### config.mk
export PLATFORM = sky130hd
export DESIGN_NAME = pixel_readout_buffer_flat
export DESIGN_NICKNAME = d
export VERILOG_FILES = /design/src/rtl/pixel_readout_buffer_if.sv /design/src/rtl/pixel_readout_buffer.sv /design/src/flat_wrapper.sv
export SDC_FILE = /design/constraint.sdc
export NUM_CORES = 1
export LEC_CHECK = 0
export CAP_MARGIN = 5
export CORE_UTILIZATION = 45
export CTS_CLUSTER_DIAMETER = 150
export CTS_CLUSTER_SIZE = 28
export DETAILED_ROUTE_END_ITERATION = 10
export GPL_TIMING_DRIVEN = 0
export PLACE_DENSITY = 0.72
export SETUP_SLACK_MARGIN = 0.5
export SLEW_MARGIN = 10
export SYNTH_ARGS = -nofsm -noshare
export SYNTH_HDL_FRONTEND = slang
export SYNTH_SLANG_ARGS = --single-unit
### constraint.sdc
create_clock -name clk -period 3.6 [get_ports clk]
set_input_delay 0.54 -clock clk [delete_from_list [all_inputs] [get_ports clk]]
set_output_delay 0.54 -clock clk [all_outputs]
set_load 0.05 [all_outputs]
### src/rtl/pixel_readout_buffer_if.sv
// Pixel stream handshake between pixel_readout_buffer and its consumer.
// Master drives valid/data/last; slave drives ready.
interface pixel_readout_buffer_if #(
    parameter int ADC_W = 8
);
    logic             pix_valid;
    logic             pix_ready;
    logic [ADC_W-1:0] pix_data;
    logic             pix_last;

    modport master (
        output pix_valid,
        output pix_data,
        output pix_last,
        input  pix_ready
    );

    modport slave (
        input  pix_valid,
        input  pix_data,
        input  pix_last,
        output pix_ready
    );
endinterface

### src/rtl/pixel_readout_buffer.sv
// Two-row frame capture from the column ADCs, streamed out pixel by pixel.
// Optional PIXEL_FRAME_SUM_EN builds the per-frame pixel sum.
module pixel_readout_buffer #(
    parameter int ADC_W = 8,
    parameter int COLS  = 2
) (
    input  logic                              clk,
    input  logic                              reset,
    input  logic                              nre1,
    input  logic                              nre2,
    input  logic                              adc,
    input  logic                              erase,
    input  logic [COLS*ADC_W-1:0]             adc_data,
    pixel_readout_buffer_if.master            pix,
    output logic [7:0]                        frame_count,
    output logic                              seq_err,
    output logic                              overrun,
    output logic [ADC_W+$clog2(2*COLS)-1:0]   frame_sum
);
    localparam int NPIX = 2 * COLS;
    localparam int IW   = $clog2(NPIX);
    localparam int SW   = ADC_W + $clog2(NPIX);
    localparam logic [IW-1:0] LAST_IDX = IW'(NPIX - 1);

    typedef enum logic [1:0] {
        EMPTY,
        HALF,
        FULL
    } state_e;

    state_e           state_q;
    logic [ADC_W-1:0] buf_q [NPIX];
    logic [IW-1:0]    idx_q;
    logic [IW-1:0]    nxt_idx;
    logic             valid_q;
    logic             last_q;
    logic [ADC_W-1:0] data_q;
    logic [7:0]       frame_q;
    logic             seq_q;
    logic             ovr_q;

    logic cap1;
    logic cap2;
    logic both;
    logic accept;

    assign cap1    = adc & ~nre1 & nre2;
    assign cap2    = adc & nre1 & ~nre2;
    assign both    = adc & ~nre1 & ~nre2;
    assign accept  = valid_q & pix.pix_ready;
    assign nxt_idx = idx_q + IW'(1);

    always_ff @(posedge clk) begin
        if (reset) begin
            state_q <= EMPTY;
            idx_q   <= '0;
            valid_q <= 1'b0;
            data_q  <= '0;
            last_q  <= 1'b0;
            frame_q <= '0;
            seq_q   <= 1'b0;
            ovr_q   <= 1'b0;
        end else begin
            if (both)
                seq_q <= 1'b1;
            unique case (state_q)
                EMPTY: begin
                    if (cap1) begin
                        for (int c = 0; c < COLS; c++)
                            buf_q[c] <= adc_data[c*ADC_W +: ADC_W];
                        state_q <= HALF;
                    end else if (cap2) begin
                        seq_q <= 1'b1;
                    end
                end
                HALF: begin
                    if (cap1) begin
                        for (int c = 0; c < COLS; c++)
                            buf_q[c] <= adc_data[c*ADC_W +: ADC_W];
                    end else if (cap2) begin
                        for (int c = 0; c < COLS; c++)
                            buf_q[COLS+c] <= adc_data[c*ADC_W +: ADC_W];
                        state_q <= FULL;
                        idx_q   <= '0;
                        valid_q <= 1'b1;
                        data_q  <= buf_q[0];
                        last_q  <= 1'b0;
                    end else if (erase) begin
                        state_q <= EMPTY;
                    end
                end
                FULL: begin
                    // Buffer is frozen while streaming; late rows are lost.
                    if (cap1 | cap2)
                        ovr_q <= 1'b1;
                    if (accept) begin
                        if (idx_q == LAST_IDX) begin
                            state_q <= EMPTY;
                            valid_q <= 1'b0;
                            data_q  <= '0;
                            last_q  <= 1'b0;
                            frame_q <= frame_q + 8'd1;
                        end else begin
                            idx_q  <= nxt_idx;
                            data_q <= buf_q[nxt_idx];
                            last_q <= (nxt_idx == LAST_IDX);
                        end
                    end
                end
                default: state_q <= EMPTY;
            endcase
        end
    end

    assign pix.pix_valid = valid_q;
    assign pix.pix_data  = data_q;
    assign pix.pix_last  = last_q;
    assign frame_count   = frame_q;
    assign seq_err       = seq_q;
    assign overrun       = ovr_q;

`ifdef PIXEL_FRAME_SUM_EN
    logic [SW-1:0] sum_q;
    logic [SW-1:0] sum_d;

    // Row 2 is summed straight off the bus since it lands in the buffer this edge.
    always_comb begin
        sum_d = '0;
        for (int c = 0; c < COLS; c++)
            sum_d = sum_d + SW'(buf_q[c]) + SW'(adc_data[c*ADC_W +: ADC_W]);
    end

    always_ff @(posedge clk) begin
        if (reset)
            sum_q <= '0;
        else if (state_q == HALF && cap2)
            sum_q <= sum_d;
    end

    assign frame_sum = sum_q;
`else
    assign frame_sum = '0;
`endif

endmodule

### src/flat_wrapper.sv
// flat-port wrapper written by rule: the top's interface ports become plain ports
module pixel_readout_buffer_flat 
#(
    parameter int ADC_W = 8,
    parameter int COLS  = 2
)
  (clk, reset, nre1, nre2, adc, erase, adc_data, frame_count, seq_err, overrun, frame_sum, pix_pix_valid, pix_pix_data, pix_pix_last, pix_pix_ready);
  pixel_readout_buffer_if #(.ADC_W(ADC_W)) pix_i ();
  input  logic clk;
  input  logic reset;
  input  logic nre1;
  input  logic nre2;
  input  logic adc;
  input  logic erase;
  input  logic [COLS*ADC_W-1:0] adc_data;
  output logic [7:0] frame_count;
  output logic seq_err;
  output logic overrun;
  output logic [ADC_W+$clog2(2*COLS)-1:0] frame_sum;
  output wire logic [$bits(pix_i.pix_valid)-1:0] pix_pix_valid;
  output wire logic [$bits(pix_i.pix_data)-1:0] pix_pix_data;
  output wire logic [$bits(pix_i.pix_last)-1:0] pix_pix_last;
  input wire logic [$bits(pix_i.pix_ready)-1:0] pix_pix_ready;
  assign pix_pix_valid = pix_i.pix_valid;
  assign pix_pix_data = pix_i.pix_data;
  assign pix_pix_last = pix_i.pix_last;
  assign pix_i.pix_ready = pix_pix_ready;
  pixel_readout_buffer #(.ADC_W(ADC_W), .COLS(COLS)) u_core (.clk(clk), .reset(reset), .nre1(nre1), .nre2(nre2), .adc(adc), .erase(erase), .adc_data(adc_data), .pix(pix_i), .frame_count(frame_count), .seq_err(seq_err), .overrun(overrun), .frame_sum(frame_sum));
endmodule
==> impl_metrics.ini <==
[drt]
via_count = 1692
wl_met1_um = 1840
met2WireLength_um = 2285
top_layer_used = met4
vias_per_cell = 5.112
met3_routed_length_um = 257
wire_length_after_detailed_routing_um = 4453
drc_errors_left = 0
ant_nets = 0
drt_pass1_iterations = 4
drc_marker_count_from_the_first_detailed_route_iteration = 85
avgRoutedWirePerCell_um = 13.45

[yosys]
yosys_register_bits = 56
asyncSetResetFlopFracSynth_pct = 0
synth_edf_count = 32
warning_count_from_the_yosys_run = 0
synthesis.area_per_instance_sq_um = 12.46
synth.distinct_cells = 40
syn_inst = 200
synthFlopType = sky130_fd_sc_hd__edfxtp_1
synth-seq-area-share_pct = 57.86
syn-cell-area_sq_um = 2491

[timing]
finalSetupTns_ns = 0
skew_ns = 0.008565
timing.final.crit_share_pct = 62.25
timing.final.hold_violations = 0
setup_slack_of_the_critical_path_after_layout_ns = 1.359
hold_slack_ns = 0.4787
setup_repair_after_global_routing_missed_its_margin = no
fmax_mhz = 446.2
finalSetupViolations = 0
final-max-slew-violation-count = 0
slew-limit-headroom_pct = 55.20
period_needed_ns = 2.241
tightestPinTransition_ns = 0.6684

[clocking]
postCtsHoldBufs = 0
cts.reportedPaths.clkPinSlew_ns = 0.09
cts.path.max_buffers = 2
htree_num_levels = 2
post_cts_buffers = 0
inserted_clock_buffers = 5
cts.sink_count = 56
post_cts.resized_instances = 0
cts.root.buffer_cell = sky130_fd_sc_hd__clkbuf_8
cts_tree = done
clock_latency_at_the_later_pin_of_the_worst_skew_pair_ns = 0.30

[critical_path]
required_ns = 3.84
r2r_start = u_core.state_q[0]
reg2reg_slack_ns = 1.37
worst-r2r-cell-count = 7
worstSetupPathType = in2reg
cp_max_fo = 6
crit_arrival_ns = 2.48
critPathCaptureType = flop
start_kind = primary input
r2r_end = u_core.state_q[0]

[run]
cap_viol_max_count = 0

[worst_hold_path]
hold_path_depth = 2
hold_path.startpoint = u_core.seq_err
hp-class = reg2reg
hold-path-endpoint = u_core.seq_err

[place]
hpwl_um = 3204
gp_congestion = 0.7783
count_of_input_and_output_buffers = 42
dp_slack_ns = 1.028
place.detailed.instances = 323

[cells_and_area]
num-fill-cells = 434
final-instance-count-excl-fill = 331
finish.utilization_pct = 61.18
layout_cell_share_with_drive_strength_beyond_1_pct = 12.64
count_of_antenna_diodes_in_the_layout = 0
nNetsFinal = 292
area_growth_pct = 27.83

[floorplanning]
rows = 26
die-width_um = 76.41
placeableCoreArea_sq_um = 5205
initial_utilization_pct = 47.86
die_h_um = 76.41
io_pins = 53
die_area_sq_um = 5838

[status]
outcome = finished clean

[power]
power.density_cell_area_nw_per_um2 = 438.9
ir_worst_vdd_uv = 251.0
leakagePower_nw = 1.107

[grt]
antenna_found_initial = 0
via_count_of_the_first_global_routing_pass = 1560
grtUsageTotal_pct = 16.24
grt_first_pass_wirelength_um = 7369
grt_max_degree = 17
grt_overflow = 0
==> Yosys cell counts (6+ instances only) <==
cell                        n  area share, %
sky130_fd_sc_hd__nor2b_1   10            2.5
sky130_fd_sc_hd__dfxtp_1   24             19
sky130_fd_sc_hd__a21oi_1   13            2.6
sky130_fd_sc_hd__edfxtp_1  32             39
sky130_fd_sc_hd__nor2_1    17            2.6
sky130_fd_sc_hd__ha_1       9            4.5
sky130_fd_sc_hd__clkbuf_1   7            1.1
sky130_fd_sc_hd__a211oi_1   8            2.4
sky130_fd_sc_hd__mux4_2     8            7.2
sky130_fd_sc_hd__nand2_1    6           0.90
sky130_fd_sc_hd__inv_1      6           0.90
sky130_fd_sc_hd__buf_4     10            3.0
==> state kept, by name, summed over array words and instances (netlist names) <==
name,cells
u_core.buf_q,32
u_core.frame_count,8
u_core.idx_q,2
u_core.overrun,1
u_core.pix.pix_data,8
u_core.pix.pix_last,1
u_core.pix.pix_valid,1
u_core.seq_err,1
u_core.state_q,2
==> kinds of logic after synthesis <==
group,synth area share (%)
other cells,0.1505
xor+xnor,2.461
simple gates,13.16
flops,57.86
mux,7.634
fa+ha+maj,4.520
compound gates,8.840
buf+inv,5.374
==> routing by layer <==
metal	vias up	track usage, %
li1	833	-
met1	799	20.09
met2	56	27.48
met3	4	4.431
met4	0	5.192
met5	-	0
==> where the power goes <==
| part | switching [W] | total (W) | internal [W] |
|---|---|---|---|
| logic | 0.000147 | 0.000245 | 0.0000981 |
| clock network | 0.000188 | 0.000433 | 0.000245 |
| registers | 0.0000168 | 0.000719 | 0.000702 |
| total | 0.000352 | 0.00140 | 0.00105 |
==> placed cells by master, fill, tap and decap left out, types with 2 or more instances in the layout <==
cell type / netlist / routed
sky130_fd_sc_hd__nor2_1: 17 / 17
sky130_fd_sc_hd__o21ai_0: 4 / 4
sky130_fd_sc_hd__nand3b_1: 2 / 2
sky130_fd_sc_hd__nand3_1: 2 / 2
sky130_fd_sc_hd__nor2b_1: 10 / 10
sky130_fd_sc_hd__mux4_2: 8 / 8
sky130_fd_sc_hd__edfxtp_1: 32 / 32
sky130_fd_sc_hd__conb_1: 1 / 10
sky130_fd_sc_hd__nand2b_1: 4 / 4
sky130_fd_sc_hd__a31oi_1: 2 / 2
sky130_fd_sc_hd__clkbuf_1: 7 / 7
sky130_fd_sc_hd__dfxtp_1: 24 / 24
sky130_fd_sc_hd__ha_1: 9 / 9
sky130_fd_sc_hd__nand4_1: 4 / 4
sky130_fd_sc_hd__a211oi_1: 8 / 8
sky130_fd_sc_hd__xnor2_1: 3 / 3
sky130_fd_sc_hd__xor2_1: 4 / 4
sky130_fd_sc_hd__buf_2: 2 / 2
sky130_fd_sc_hd__or3_1: 2 / 2
sky130_fd_sc_hd__clkdlybuf4s50_1: 0 / 42
sky130_fd_sc_hd__buf_4: 10 / 12
sky130_fd_sc_hd__a21oi_1: 13 / 13
sky130_fd_sc_hd__inv_1: 6 / 6
sky130_fd_sc_hd__nand2_1: 6 / 6
sky130_fd_sc_hd__clkbuf_8: 0 / 7
sky130_fd_sc_hd__nor3_1: 3 / 2
sky130_fd_sc_hd__o31ai_1: 2 / 2
==> worst max-delay path, cell delays in order <==
cell and delay (ns):
sky130_fd_sc_hd__clkdlybuf4s50_1 0.49, sky130_fd_sc_hd__nand3b_1 0.28, sky130_fd_sc_hd__a2111o_1 0.52, sky130_fd_sc_hd__or4b_1 0.49, sky130_fd_sc_hd__a21oi_1 0.15
==> how the worst max path moves through the flow <==
stage	start	end	slack, ns
after CTS	u_core.state_q[0]	u_core.state_q[0]	1.31
final	nre2	u_core.idx_q[1]	1.36
after detailed placement	nre1	u_core.pix.pix_data[1]	1.03
after global routing	u_core.state_q[0]	u_core.state_q[0]	1.09
after global placement	nre2	u_core.buf_q[3][4]	-0.14
after floorplan	reset	u_core.buf_q[2][0]	1.19
==> area by class of cell <==
class                           instances  area [sq um]  area share (%)
Clock buffer                            7         96.34           3.026
Buffer                                 19         111.4           3.497
Tap cell                               70         87.58           2.750
Multi-Input combinational cell        128         959.7           30.14
Clock inverter                          1         30.03          0.9430
Inverter                                6         22.52          0.7073
Timing Repair Buffer                   44         435.4           13.67
Sequential cell                        56          1441           45.27
==> through the flow <==
step | power, W | area [sq um]
after floorplan | 0.0008977 | 2525
after global placement | 0.0009734 | 3033
after detailed placement | 0.0009782 | 3058
after CTS | 0.001412 | 3184
after global routing | 0.001456 | 3184
final | 0.001398 | 3184
Note: power is estimated with default switching activity, not from simulation.
